## src/rtl/riscv_boot_ctrl.sv

```systemverilog
// Boot/run controller: loads a little-endian image (32-bit word-count header then words)
// into imem while holding the core in reset, then runs the core until halt or timeout.
module riscv_boot_ctrl #(
  parameter int unsigned ADDR_W     = 28,
  parameter int unsigned DATA_W     = 32,
  parameter int unsigned CNT_W      = 32,
  parameter int unsigned MAX_CYCLES = 1000000
) (
  input  logic              clk,
  input  logic              reset,
  input  logic [7:0]        rx_data,
  input  logic              rx_valid,
  output logic              rx_ready,
  output logic              imem_we,
  output logic [ADDR_W-1:0] imem_addr,
  output logic [DATA_W-1:0] imem_wdata,
  output logic              core_reset,
  input  logic              core_halt,
  output logic              done,
  output logic              timeout,
  output logic              err,
  output logic [CNT_W-1:0]  cycle_count,
  output logic [ADDR_W:0]   words_loaded
);

  localparam int unsigned BPW   = DATA_W / 8;
  localparam int unsigned IDX_W = (BPW > 4) ? $clog2(BPW) : 2;
  localparam logic [32:0] LIMIT = 33'd1 << ADDR_W;

  // S_LAST is the write cycle of the final word; RUN begins on the following edge
  typedef enum logic [2:0] {S_HDR, S_LOAD, S_LAST, S_RUN, S_HALT, S_TMO, S_ERR} state_t;

  state_t            r_state;
  logic [IDX_W-1:0]  r_idx;
  logic [31:0]       r_hdr;
  logic [DATA_W-1:0] r_word;
  logic              r_rx_ready;
  logic              r_imem_we;
  logic [ADDR_W-1:0] r_imem_addr;
  logic [DATA_W-1:0] r_imem_wdata;
  logic              r_core_reset;
  logic              r_done;
  logic              r_timeout;
  logic              r_err;
  logic [CNT_W-1:0]  r_cycle;
  logic [ADDR_W:0]   r_words;

  logic              w_acc;
  logic              w_last;
  logic [31:0]       w_hdr;
  logic [DATA_W-1:0] w_word;

  assign w_acc  = rx_valid & r_rx_ready;
  assign w_last = (33'(r_words) + 33'd1) == {1'b0, r_hdr};

  always_comb begin
    w_hdr  = r_hdr;
    w_word = r_word;
    w_hdr[{r_idx[1:0], 3'b000} +: 8] = rx_data;
    w_word[{r_idx, 3'b000} +: 8]     = rx_data;
  end

  always_ff @(posedge clk) begin
    if (reset) begin
      r_state      <= S_HDR;
      r_idx        <= '0;
      r_hdr        <= '0;
      r_word       <= '0;
      r_rx_ready   <= 1'b1;
      r_imem_we    <= 1'b0;
      r_imem_addr  <= '0;
      r_imem_wdata <= '0;
      r_core_reset <= 1'b1;
      r_done       <= 1'b0;
      r_timeout    <= 1'b0;
      r_err        <= 1'b0;
      r_cycle      <= '0;
      r_words      <= '0;
    end else begin
      r_imem_we <= 1'b0;
      case (r_state)
        S_HDR: begin
          if (w_acc) begin
            r_hdr <= w_hdr;
            if (r_idx == IDX_W'(3)) begin
              r_idx <= '0;
              if (w_hdr == '0) begin
                r_state      <= S_RUN;
                r_rx_ready   <= 1'b0;
                r_core_reset <= 1'b0;
              end else if ({1'b0, w_hdr} > LIMIT) begin
                r_state    <= S_ERR;
                r_rx_ready <= 1'b0;
                r_err      <= 1'b1;
              end else begin
                r_state <= S_LOAD;
              end
            end else begin
              r_idx <= r_idx + 1'b1;
            end
          end
        end
        S_LOAD: begin
          if (w_acc) begin
            r_word <= w_word;
            if (r_idx == IDX_W'(BPW - 1)) begin
              r_idx        <= '0;
              r_imem_we    <= 1'b1;
              r_imem_addr  <= r_words[ADDR_W-1:0];
              r_imem_wdata <= w_word;
              r_words      <= r_words + 1'b1;
              if (w_last) begin
                r_state    <= S_LAST;
                r_rx_ready <= 1'b0;
              end
            end else begin
              r_idx <= r_idx + 1'b1;
            end
          end
        end
        S_LAST: begin
          r_state      <= S_RUN;
          r_core_reset <= 1'b0;
        end
        S_RUN: begin
          r_cycle <= r_cycle + 1'b1;
          if (core_halt) begin
            r_state      <= S_HALT;
            r_done       <= 1'b1;
            r_core_reset <= 1'b1;
          end else if (r_cycle == CNT_W'(MAX_CYCLES - 1)) begin
            r_state      <= S_TMO;
            r_timeout    <= 1'b1;
            r_core_reset <= 1'b1;
          end
        end
        default: ;
      endcase
    end
  end

  assign rx_ready     = r_rx_ready;
  assign imem_we      = r_imem_we;
  assign imem_addr    = r_imem_addr;
  assign imem_wdata   = r_imem_wdata;
  assign core_reset   = r_core_reset;
  assign done         = r_done;
  assign timeout      = r_timeout;
  assign err          = r_err;
  assign cycle_count  = r_cycle;
  assign words_loaded = r_words;

endmodule

```

## config.mk

```make
export PLATFORM = sky130hd
export DESIGN_NAME = riscv_boot_ctrl
export DESIGN_NICKNAME = d
export VERILOG_FILES = /design/src/rtl/riscv_boot_ctrl.sv
export SDC_FILE = /design/constraint.sdc
export NUM_CORES = 1
export LEC_CHECK = 0
export BUFFER_PORTS_ARGS = -buffer_cell sky130_fd_sc_hd__buf_2
export CORE_MARGIN = 1.5
export CORE_UTILIZATION = 45
export DETAILED_ROUTE_END_ITERATION = 8
export GPL_TIMING_DRIVEN = 1
export PLACE_DENSITY = 0.65
export SLEW_MARGIN = 20
export SYNTH_ARGS = -nofsm -noshare
export SYNTH_HDL_FRONTEND = slang
export SYNTH_SLANG_ARGS = --single-unit
```

## constraint.sdc

```tcl
create_clock -name clk -period 4.7 [get_ports clk]
set_clock_uncertainty 0.15 [all_clocks]
set_input_delay 0 -clock clk [delete_from_list [all_inputs] [get_ports clk]]
set_output_delay 0 -clock clk [all_outputs]
set_load 0.01 [all_outputs]
```

==> results of run 1 <==
-- flip-flops by register name, summed over array words and instances (netlist names), 2 cells and up --
signal / cells
cycle_count: 32
imem_addr: 28
imem_wdata: 32
r_hdr: 32
r_idx: 2
r_state: 3
r_word: 32
words_loaded: 29
-- layout by cell type (no fill, tap or decap), drive strengths merged, types with 5 or more instances in the layout --
master | Yosys | layout
nand2b | 8 | 8
clkinv | 3 | 10
a32oi | 39 | 39
and2 | 7 | 7
nor4b | 7 | 7
o21ai | 22 | 22
nor3 | 31 | 31
inv | 11 | 12
dlygate4sd3 | 0 | 10
nand2 | 107 | 107
and3 | 12 | 12
a31oi | 5 | 5
nand4 | 30 | 30
a221oi | 16 | 16
ha | 8 | 8
nor4 | 20 | 20
nor2b | 7 | 7
a211oi | 37 | 37
clkbuf | 70 | 19
nor2 | 182 | 182
dfxtp | 196 | 196
nand3 | 36 | 36
a22oi | 26 | 26
xnor2 | 36 | 36
a21oi | 54 | 54
buf | 16 | 148
or3 | 12 | 12
and4 | 11 | 11
xor2 | 50 | 50
-- routing by layer --
layer  up-vias  track usage (%)  wire length (µm)
li1       4194                -                 -
met1      4065             34.3             12000
met2       277             36.7             11600
met3        30             3.25              1330
met4         0             6.82               333
met5         -                0                 0
-- critical path: stages (launching register included) --
cell,delay (ns)
dfxtp_1,0.60
inv_1,0.18
ha_1,0.42
nor4bb_2,0.66
nor2b_1,0.23
buf_4,0.21
o32ai_1,0.11
nand4_1,0.19
mux2_2,0.38
a41oi_1,0.20
o21ai_0,0.10
-- worst max path at each step --
stage            endpoint  slack, ns  cells past startpoint
4_1_cts        r_state[1]       1.11                      9
3_3_place_gp   r_state[1]       1.27                      9
5_1_grt        r_state[1]       0.91                     10
2_1_floorplan    rx_ready       1.85                      9
3_5_place_dp   r_state[1]       1.13                      9
6_report       r_state[1]       1.16                     10
-- final cells by class --
type | instances | area (µm²) | share of cell area [%]
inverter | 14 | 52.6 | 0.488
sequential | 196 | 3920 | 36.4
multi-input combinational | 818 | 4990 | 46.3
timing repair buffer | 158 | 872 | 8.09
clock inverter | 13 | 156 | 1.45
clock buffer | 19 | 443 | 4.11
tap | 270 | 338 | 3.14
-- logic make-up (layout without fill, tap and decap cells) --
family          after synthesis  after routing  synth area share (%)
simple gates                487            487                  25.8
compound gates              232            232                  17.7
flops                       196            196                  42.3
buf+inv                     100            204                  4.49
xor+xnor                     86             86                  8.11
fa+ha+maj                     8              8                  1.08
mux                           5              5                 0.552
-- synthesized netlist by cell type (all sizes together), types with 4 or more instances --
cell     number
inv          11
nand3        36
xnor2        36
and4         11
mux2i         4
or3          12
nor4         20
nand4        30
buf          16
a32oi        39
a22oi        26
ha            8
xor2         50
nand2       107
o21ai        22
nor2        182
dfxtp       196
nor2b         7
a21oi        54
and3         12
nor4b         7
nor3         31
and2          7
a2111oi       4
a211oi       37
a31oi         5
nand2b        8
clkbuf       70
a221oi       16
-- power by group --
group / switching, mW / leakage (nW) / internal, mW
sequential: 0.0482 / 1.58 / 1.72
combinational: 0.297 / 2.26 / 0.145
clock: 0.640 / 0.293 / 0.850
-- what timing repair did --
item,4_1_cts,5_1_grt
hold endpoints to repair,69,0
hold buffers,10,0
buffers inserted,0,0
==> key figures, run 1 <==
Logic synthesis
  • Top area cells in the synthesized netlist: dfxtp_1 42%, nor2_1 7.4%, xor2_1 4.7%, nand2_1 4.3%, a32oi_1 3.7%
  • Avg Cell Area, Syn: 8.33 µm²
  • Synth top area share: 42.3%
  • Post-Syn Area: 0.00929 mm²
  • Yosys cell types: 71
  • Top_reg_cell synth: dfxtp_1
  • Syn Nets: 1134
  • Synth Warn #: 0
  • Cells after synthesis: 1114
  • Post-synth ARST share: 0%
  • Sequential-to-total area share from yosys stat: 42.3%
  • EDFF count, synth: 0
  • Area leader, netlist: dfxtp_1
  • Yosys reg bits: 196

Critical path
  • CP arrival: 3.71 ns
  • WS Path Type: reg -> reg
  • Required time worst endpoint: 4.87 ns
  • Crit. End Element: register
  • Worst r2r dst: r_state[1]
  • CP max FO: 14
  • Launch point of the worst path: r_idx[0]
  • Setup slack, reg-to-reg: 1.16 ns
  • Reg2Reg Depth: 10
  • Worst R2R Start: r_idx[0]
  • Worst Setup Start Kind: register

Floorplan
  • Core area: 0.0202 mm²
  • Die height: 147 µm
  • Initial Util: 45.9%
  • IO Pins: 139
  • Die area: 0.0215 mm²
  • # rows: 52
  • Die X: 147 µm

Detailed routing
  • Total wire length: 25200 µm
  • DRC errors left: 0
  • Antenna Nets Post-Route: 0
  • Vias per inst: 5.76
  • Routed len/inst: 17.0 µm
  • Via count: 8566
  • DRT Pass-1 Iters: 5
  • DRT iter0 DRCs: 646

Cells and area
  • Final core utilization: 53.3%
  • Layout cells sized above 1: 16.5%
  • Post-route cell area: 0.0108 mm²
  • Ant. Diodes: 0
  • # nets final: 1225
  • P&R area growth vs syn: 16.0%
  • Cell Count, Final, Fillers Out: 1488
  • # fillers: 1964

Timing
  • RSZ-0062 raised after global routing: false
  • Final setup vio count: 0
  • TNS Setup: 0 ns
  • Count of final max-slew check failures: 0
  • Worst rel slew slack: 27.0%
  • Actual slew at the worst max-slew pin: 1.09 ns
  • Fmax: 282 MHz
  • Final period util: 75.4%
  • Min Tclk post-route: 3.54 ns
  • Final WS setup: 1.16 ns
  • Final Hold Violating Endpoints: 1
  • Min Hold Slack: -0.00132 ns

Global routing
  • Vias in the first global route: 7860
  • Global-route wire length before repair: 41500 µm
  • Initial antenna violation count: 0
  • Total grt overflow: 0
  • GRT Resource Usage Total: 23.7%
  • Largest net degree at the start of global routing: 139

Run status
  • Status: complete, but fails checks
  • Failing checks: negative hold slack

Placed design
  • GPL Wtd Cong: 0.911
  • Placement Setup Slack: 1.13 ns
  • Placed insts: 1446
  • Placed Instance Area: 0.0101 mm²
  • Detailed placement HPWL: 17100 µm
  • Port buffer count: 138

CTS
  • CTS tree: built
  • Clock Path Buffers: 2
  • Htree depth: 4
  • Post_cts resized: 0
  • Clk pin slew, worst setup/hold paths: 0.07 ns
  • CTS buffer count: 17
  • TritonCTS Sinks: 196
  • Clk Latency, worst-skew pair: 0.44 ns
  • Root Driver: clkbuf_16

Power
  • LEAKAGE: 4.14 nW
  • Total power: 3.70 mW
  • PD cells: 343 mW/mm²
  • Max VDD drop: 0.235 mV

Worst hold path
  • Kind of path behind the tightest hold check: in -> reg
  • Worst min-delay path startpoint: reset
  • Worst Hold Path EP: done
  • Hold depth: 2

Job
  • Max-cap violations: 0
Note: power is estimated with default switching activity, not from simulation.
==> inputs of run 2 (changes only) <==
--- a/config.mk
+++ b/config.mk
@@ -10,7 +10,7 @@
 export CORE_UTILIZATION = 45
 export DETAILED_ROUTE_END_ITERATION = 8
 export GPL_TIMING_DRIVEN = 1
-export PLACE_DENSITY = 0.65
+export PLACE_DENSITY = 0.68
 export SLEW_MARGIN = 20
 export SYNTH_ARGS = -nofsm -noshare
 export SYNTH_HDL_FRONTEND = slang
==> constraint.sdc (replaced) <==
create_clock -name clk -period 2.89 [get_ports clk]
set_clock_uncertainty 0.15 [all_clocks]
set_input_delay 0 -clock clk [delete_from_list [all_inputs] [get_ports clk]]
set_output_delay 0 -clock clk [all_outputs]
set_load 0.01 [all_outputs]
==> run 2 against run 1 <==
Against the previous run: the flow now finishes without violations; worst hold slack improved by 0.30 ns; first-iteration DRC count rose by 4.5%; register-to-register slack got worse by 1.1 ns; combinational power up 79%; sequential power rose by 63%; via count rose by 4.4%; non-clock buffer count is 72 higher.
==> key figures, run 2 (synthesis gave the netlist of run 1 again) <==
Run status
  • Status: completed

CTS
  • Clk Latency, worst-skew pair: 0.44 ns
  • Root Driver: clkbuf_16
  • TritonCTS Sinks: 196
  • Clock Path Buffers: 2
  • Htree depth: 4
  • CTS buffer count: 17
  • CTS tree: built
  • Clk pin slew, worst setup/hold paths: 0.07 ns

Placed design
  • Port buffer count: 138
  • GPL Wtd Cong: 0.919
  • Detailed placement HPWL: 18700 µm
  • Placed insts: 1515

Detailed routing
  • Vias per inst: 5.74
  • Via count: 8942
  • DRC errors left: 0
  • Routed len/inst: 17.0 µm
  • DRT Pass-1 Iters: 6
  • Antenna Nets Post-Route: 0
  • DRT iter0 DRCs: 675
  • Total wire length: 26500 µm

Timing
  • Min Hold Slack: 0.302 ns
  • Final period util: 96.5%
  • Fmax: 358 MHz
  • Final setup vio count: 0
  • Actual slew at the worst max-slew pin: 0.761 ns
  • Count of final max-slew check failures: 0
  • Worst rel slew slack: 48.8%
  • Min Tclk post-route: 2.79 ns
  • Final Hold Violating Endpoints: 0
  • RSZ-0062 raised after global routing: false

Global routing
  • Met3 GRT Util: 4.28%
  • Global-route wire length before repair: 42500 µm
  • Total grt overflow: 0
  • Initial antenna violation count: 0
  • Largest net degree at the start of global routing: 91
  • GRT Resource Usage Total: 24.2%
  • Vias in the first global route: 8283
  • Busiest grt layer: met2
  • Met1 Resource Use GR: 33.0%
  • Met2 GRT Util: 38.4%

Critical path
  • WS Path Type: reg -> reg
  • Crit. End Element: register
  • Required time worst endpoint: 3.07 ns
  • Slowest CP cell: a311o_1
  • CP max FO: 8
  • Worst Setup Start Kind: register
  • CP dominant cell by count: buf_4
  • CP arrival: 2.97 ns
  • Crit path largest cell delay: 0.40 ns
  • Crit-path cells: ha_1 > nand3_2 > buf_4 > buf_4 > nor4_2 > buf_4 > and3_1 > o22ai_1 > and4b_1 > nand4_1 > a311o_1

Cells and area
  • # nets final: 1297
  • Leading cell type in the layout, fill and taps excluded: dfxtp_1
  • Ant. Diodes: 0
  • Cell Count, Final, Fillers Out: 1559
  • Layout cells sized above 1: 22.3%
  • Commonest cells after routing, fill and taps aside: 192 x dfxtp_1, 180 x nor2_1, 137 x buf_2, 107 x nand2_1, 78 x buf_4
  • P&R area growth vs syn: 22.9%

Floorplan
  • IO Pins: 139
  • Die height: 147 µm
  • Die area: 0.0215 mm²
  • Die X: 147 µm
  • Initial Util: 45.9%
  • # rows: 52
  • Core area: 0.0202 mm²

Power
  • PD cells: 521 mW/mm²
  • Total power: 5.94 mW
  • Max VDD drop: 0.378 mV
  • LEAKAGE: 4.52 nW

Worst hold path
  • Kind of path behind the tightest hold check: reg -> reg

Job
  • Max-cap violations: 0
[run 2: changes by cell type in the layout (fill, tap and decap cells not counted), moves of 3 or more]
cell,change
clkinv_2,-5
dfxtp_1,-4
bufinv_16,-3
nor4b_2,+3
nor4b_1,-3
dfxtp_2,+4
a2111oi_0,-3
inv_8,+3
inv_6,+5
buf_4,+68
[run 2: path summary, 6_finish.rpt]
| check | start | slack (ns) | end | cells past startpoint |
|---|---|---|---|---|
| setup / recovery | words_loaded[1] | 0.1 | rx_ready | 11 |
| hold / removal | imem_addr[19] | 0.30 | imem_addr[19] | 2 |
| setup reg to reg | words_loaded[1] | 0.1 | rx_ready | 11 |
| hold reg to reg | imem_addr[19] | 0.30 | imem_addr[19] | 2 |
[run 2: through the flow]
stage,setup slack (ns),instance area [µm²],TNS [ns],utilization (%)
3_3_place_gp,0.0481,10600,0,52.4
2_1_floorplan,0.0403,9290,0,-
5_1_grt,0.000371,11400,0,56.4
4_1_cts,0.00274,11300,0,55.8
6_report,0.0999,11400,0,56.4
3_5_place_dp,-0.00780,10600,-0.00780,52.4
[run 2: critical path: cells and delay by family, from the launching register on]
family / cells / cell delay, ns
buf+inv: 3 / 0.51
simple gates: 5 / 0.99
compound gates: 2 / 0.47
flops: 1 / 0.34
fa+ha+maj: 1 / 0.23
[run 2: per-layer routing]
metal / part of all wire, % / wire length, µm
met5: 0 / 0
met4: 2.3 / 608
met3: 5.6 / 1480
met2: 46 / 12200
met1: 46 / 12200
[run 2: power breakdown]
part           switching [mW]  leakage [nW]  internal, mW  total (mW)
logic                   0.505          2.66         0.286       0.791
registers              0.0741          1.58          2.79        2.86
clock network            1.15         0.274          1.14        2.29
[run 2: area by class of cell]
type | instances | area (µm²)
inverter | 14 | 52.6
tap | 270 | 338
clock buffer | 17 | 425
clock inverter | 14 | 136
sequential | 196 | 3930
multi-input combinational | 818 | 5090
fill | 1876 | 8820
timing repair buffer | 230 | 1440
[run 2: timing repair]
| action | in CTS | in global routing |
|---|---|---|
| hold endpoints to repair | 97 | 0 |
| hold buffers | 12 | 0 |
| buffers inserted | 0 | 1 |
| setup endpoints to repair | 1 | 6 |
| pin swaps | 0 | 4 |
| gates resized for setup | 1 | 23 |
